**src/rtl/line_mem_arbiter_pkg.sv**
```systemverilog
// Shared constants and types for the two-port line-fill memory arbiter.
package mem_arb_pkg;

  localparam int AddrWidth      = 32;
  localparam int ByteOffsetBits = 4;
  localparam int LineSize       = 128;

  typedef enum logic [0:0] {IDLE, BUSY} arb_state_t;

  typedef logic port_id_t;

  function automatic logic [1:0] port_onehot(port_id_t p);
    return {p, ~p};
  endfunction

endpackage

```
**src/rtl/line_mem_arbiter_rr_arbiter2.sv**
```systemverilog
// Two-way round-robin grant selector; the priority pointer lives in the parent.
module rr_arbiter2 (
  input  logic [1:0] pend_i,
  input  logic       rr_ptr_i,
  output logic       gnt_valid_o,
  output logic       gnt_id_o
);

  assign gnt_valid_o = |pend_i;
  // A lone requester always wins; the pointer only breaks ties.
  assign gnt_id_o    = (pend_i == 2'b11) ? rr_ptr_i : pend_i[1];

endmodule

```
**src/rtl/line_mem_arbiter.sv**
```systemverilog
// Serialises instruction- and data-cache line fills onto one memory read port
// and routes each returned line back to the cache that asked for it.
module line_mem_arbiter #(
  parameter int AddrWidth      = mem_arb_pkg::AddrWidth,
  parameter int ByteOffsetBits = mem_arb_pkg::ByteOffsetBits,
  parameter int LineSize       = mem_arb_pkg::LineSize
) (
  input  logic                   clk_i,
  input  logic                   rstn_i,
  input  logic [1:0]             req_en_i,
  input  logic [2*AddrWidth-1:0] req_addr_i,
  output logic [1:0]             resp_valid_o,
  output logic [LineSize-1:0]    resp_data_o,
  output logic                   mem_read_en_o,
  output logic [AddrWidth-1:0]   mem_addr_o,
  input  logic                   mem_read_valid_i,
  input  logic [LineSize-1:0]    mem_read_data_i,
  output logic                   err_o
);

  import mem_arb_pkg::*;

  arb_state_t           state_q, state_d;
  logic [1:0]           pend_valid_q, pend_valid_d;
  logic [AddrWidth-1:0] pend_addr_q [2];
  logic [AddrWidth-1:0] pend_addr_d [2];
  port_id_t             rr_ptr_q, rr_ptr_d;
  port_id_t             owner_q, owner_d;
  logic                 err_q, err_d;

  logic       gnt_valid;
  port_id_t   gnt_id;
  logic       complete;
  logic [1:0] clr_mask;
  logic [1:0] held;
  logic [1:0] cap;
  logic [1:0] viol;
  logic       unused_addr_lsbs;

  rr_arbiter2 u_rr (
    .pend_i      (pend_valid_q),
    .rr_ptr_i    (rr_ptr_q),
    .gnt_valid_o (gnt_valid),
    .gnt_id_o    (gnt_id)
  );

  assign complete = (state_q == BUSY) && mem_read_valid_i;
  assign clr_mask = complete ? port_onehot(owner_q) : 2'b00;
  // A completing slot counts as free, so a same-cycle re-request is accepted.
  assign held     = pend_valid_q & ~clr_mask;
  assign viol     = req_en_i & held;
  assign cap      = req_en_i & ~held;

  assign mem_read_en_o = (state_q == IDLE) && gnt_valid;
  assign mem_addr_o    = mem_read_en_o
                       ? {pend_addr_q[gnt_id][AddrWidth-1:ByteOffsetBits], {ByteOffsetBits{1'b0}}}
                       : '0;
  assign resp_valid_o  = clr_mask;
  assign resp_data_o   = complete ? mem_read_data_i : '0;
  assign err_o         = err_q;

  assign unused_addr_lsbs = ^{pend_addr_q[0][ByteOffsetBits-1:0],
                              pend_addr_q[1][ByteOffsetBits-1:0]};

  always_comb begin
    pend_valid_d = held | cap;
    for (int p = 0; p < 2; p++) begin
      pend_addr_d[p] = cap[p] ? req_addr_i[p*AddrWidth +: AddrWidth] : pend_addr_q[p];
    end
    // Stray memory strobes in IDLE are dropped but remembered as errors.
    err_d    = err_q | (|viol) | ((state_q == IDLE) && mem_read_valid_i);
    state_d  = state_q;
    owner_d  = owner_q;
    rr_ptr_d = rr_ptr_q;
    case (state_q)
      IDLE: begin
        if (gnt_valid) begin
          state_d  = BUSY;
          owner_d  = gnt_id;
          rr_ptr_d = ~gnt_id;
        end
      end
      BUSY: begin
        if (mem_read_valid_i) begin
          state_d = IDLE;
        end
      end
      default: state_d = IDLE;
    endcase
  end

  always_ff @(posedge clk_i or negedge rstn_i) begin
    if (!rstn_i) begin
      state_q        <= IDLE;
      pend_valid_q   <= 2'b00;
      pend_addr_q[0] <= '0;
      pend_addr_q[1] <= '0;
      rr_ptr_q       <= 1'b0;
      owner_q        <= 1'b0;
      err_q          <= 1'b0;
    end else begin
      state_q        <= state_d;
      pend_valid_q   <= pend_valid_d;
      pend_addr_q[0] <= pend_addr_d[0];
      pend_addr_q[1] <= pend_addr_d[1];
      rr_ptr_q       <= rr_ptr_d;
      owner_q        <= owner_d;
      err_q          <= err_d;
    end
  end

endmodule

```
**config.mk**
```make
export PLATFORM = sky130hd
export DESIGN_NAME = line_mem_arbiter
export DESIGN_NICKNAME = d
export VERILOG_FILES = /design/src/rtl/line_mem_arbiter_pkg.sv /design/src/rtl/line_mem_arbiter_rr_arbiter2.sv /design/src/rtl/line_mem_arbiter.sv
export SDC_FILE = /design/constraint.sdc
export NUM_CORES = 1
export LEC_CHECK = 0
export BUFFER_PORTS_ARGS = -buffer_cell sky130_fd_sc_hd__buf_2
export CAP_MARGIN = 20
export CORE_AREA = 2 2 140 142
export CTS_BUF_LIST = sky130_fd_sc_hd__clkbuf_4 sky130_fd_sc_hd__clkbuf_8
export DETAILED_ROUTE_END_ITERATION = 16
export DIE_AREA = 0 0 142 144
export GPL_TIMING_DRIVEN = 0
export PLACE_DENSITY = 0.56
export RECOVER_POWER = 100
export SYNTH_ARGS = -nofsm -noshare
export SYNTH_HDL_FRONTEND = slang
export SYNTH_SLANG_ARGS = --single-unit
```
**constraint.sdc**
```tcl
create_clock -name clk_i -period 2.47 [get_ports clk_i]
set_input_delay 0.3705 -clock clk_i [delete_from_list [all_inputs] [get_ports clk_i]]
set_output_delay 0.3705 -clock clk_i [all_outputs]
set_load 0.05 [all_outputs]
```
==> results.cfg <==
[timing]
tightest_slew_ns = 1.58
slew_viol_final = 63
finalHoldViolations = 0
slew_headroom_pct = -5.29
period_share_pct = 93.6
setup_ws_ns = 0.158
min_period_ns = 2.31
skew_ns = 0.00708
setup_viol = 0
maxClockFrequency_mhz = 433

[synthesis]
yosysMostFrequentCell = and3_1
synth-edff-count = 0
synth.distinct_cells = 24
synth.avg_cell_area_um2 = 10.5
ys_warn_count = 0
netlist_area_mm2 = 0.00360
synth_area_leaders = dfrtp_1 43%, and3_1 22%, mux2_2 11%
yosysTopAreaCell = dfrtp_1
synth_common_cells = 128 x and3_1, 62 x dfrtp_1, 36 x mux2_2
synth_ff_type = dfrtp_1
ys_seq_area_share_pct = 43.1
synthArstFlopShare_pct = 100
synth_top_area_share_pct = 43.1
syn_inst = 343
synth-seq-cells = 62

[cells_and_area]
regArea_mm2 = 0.00155
finalNonFillerCells = 947
drive_gt1_share_pct = 57.1
num-fill-cells = 2089
fin_area_mm2 = 0.00583
final_util_pct = 30.5
area_delta_synth_final_pct = 61.9
multi_input_area_mm2 = 0.00181
final_net_count = 900

[drt]
wl_per_cell_um = 18.7
finalWirelength_mm = 17.7
detail_route.first_pass.iterations = 4
first_iter_violations = 198
dr_total_vias = 4224
detail-route-antenna-nets = 0
post-route-drc-count = 0
vias_per_cell = 4.46

[floorplanning]
start_util_pct = 18.9
die_w_um = 142
ios = 361
num_rows = 51
dieArea_mm2 = 0.0204
core-area_mm2 = 0.0191
fp.dieH_um = 144

[clock_network]
cts_hold_buf = 0
htree_levels = 3
cts_sinks = 62
cts_buffers = 9
cts_tree = yes
clk_latency_ns = 0.34
cts_root_buf = clkbuf_8
clockBufferDepth = 2
clkSlewWorstSetupHoldPaths_ns = 0.07

[power_and_ir_drop]
power_density_mw_per_mm2 = 830
peakVddDrop_uv = 542
leakage_nw = 3.55

[worst_setup_path]
crit_chain = inv_1 > o211a_1 > clkbuf_4 > buf_4 > a22o_1 > buf_2
worst-path-stages = 6
end_kind = primary output
path_class = reg -> out
startpoint_type = flip-flop
cp_max_fo = 10
slowest_delay_ns = 0.46
critPathRequiredTime_ns = 2.10
r2r-end = pend_addr_q[28]
r2r_slack_ns = 0.37
rr_startpoint = state_q
reg2reg_depth = 5
worstSetupStartpoint = state_q
critical_path.top_delay_family = buffers and inverters
crit_slowest_cell = dfrtp_1
cp_num_buf_inv = 4
worst_ep_arrival_time_ns = 1.94
endpoint = mem_addr_o[17]

[worst_hold_path]
hold_class = in -> reg

[run]
cap_viol_max_count = 1

[place]
dp_hpwl_mm = 14.8
gp_congestion = 0.900
post-place-ws_ns = -0.0315
io_buffers = 348
dp_cells = 932
dpl_cell_area_mm2 = 0.00565

[global_routing]
grt_max_degree = 63
overflow = 0
grt_usage_pct = 15.9
antenna_found_initial = 10
grt_pass1_vias = 4027
grt_pass1_wl_mm = 24.3

[status]
status = finished with violations
violations = max-capacitance violations, max-slew violations
how the worst min path moves through the flow:
stage / start / end / slack (ns) / cells after the start
after detailed placement: pend_addr_q[44] / pend_addr_q[44] / 0.48 / 1
after global routing: req_addr_i[25] / pend_addr_q[57] / 0.23 / 2
after floorplan: rstn_i / err_o / 0.07 / 0
after CTS: rstn_i / pend_addr_q[19] / 0.14 / 1
after global placement: pend_addr_q[53] / pend_addr_q[53] / 0.47 / 1
final: req_addr_i[17] / pend_addr_q[49] / 0.25 / 2
cell type report:
class / instances / area share [%]
Antenna cell: 3 / 0.129
Buffer: 41 / 3.52
Clock buffer: 13 / 2.86
Clock inverter: 1 / 0.515
Inverter: 6 / 0.387
Multi-Input combinational cell: 235 / 31.1
Sequential cell: 62 / 26.6
Tap cell: 238 / 5.11
Timing Repair Buffer: 348 / 29.7
cell families (layout without fill, tap and decap cells):
| kind of cell | after synthesis | after routing | share of synthesized area, % |
|---|---|---|---|
| and+or+nand+nor | 136 | 136 | 23.4 |
| DFF | 62 | 62 | 43.1 |
| muxes | 56 | 56 | 17.5 |
| buffers and inverters | 49 | 409 | 6.57 |
| AOI/OAI and AO/OA | 39 | 39 | 9.29 |
| other | 1 | 7 | 0.104 |
power breakdown:
part           switching (mW)  internal (mW)
Sequential              0.233           1.46
Clock                   0.365          0.533
Combinational            1.45          0.792
layout by cell type, fill, tap and decap left out, drive strengths merged:
cell type	count
clkbuf	70
dfrtp	62
a21oi	2
inv	6
o211a	1
a22o	28
o21ai	1
bufinv	1
nand2	4
nor2	1
nand3b	1
nand3	2
conb	4
a211oi	1
mux2	56
diode	3
buf	332
a21o	3
and3	128
o211ai	1
a21boi	2
stage by stage:
stage,power [mW],hold WS [ns],TNS [ns]
after detailed placement,3.98,0.479,-0.139
after global placement,3.95,0.468,-0.0190
final,4.83,0.245,0
after CTS,4.91,0.137,0
after floorplan,3.33,0.0749,0
after global routing,5.12,0.233,-0.0139
flip-flops by register name, summed over array words and instances (netlist names):
| register | count |
|---|---|
| err_o | 1 |
| owner_q | 1 |
| pend_addr_q | 56 |
| pend_valid_q | 2 |
| rr_ptr_q | 1 |
| state_q | 1 |
metal layers:
| metal | global-route usage (%) | up-vias | part of all wire, % |
|---|---|---|---|
| li1 | - | 1976 | - |
| met1 | 19.1 | 1972 | 40 |
| met2 | 25.6 | 225 | 46 |
| met3 | 6.85 | 39 | 11 |
| met4 | 5.32 | 12 | 2.2 |
| met5 | 0 | - | 0.45 |
timing repair:
item,in CTS,in global routing
setup endpoints to repair,119,22
gates resized for setup,7,7
setup buffers,0,0
gates cloned,0,0
(Power assumes the default switching activity.)
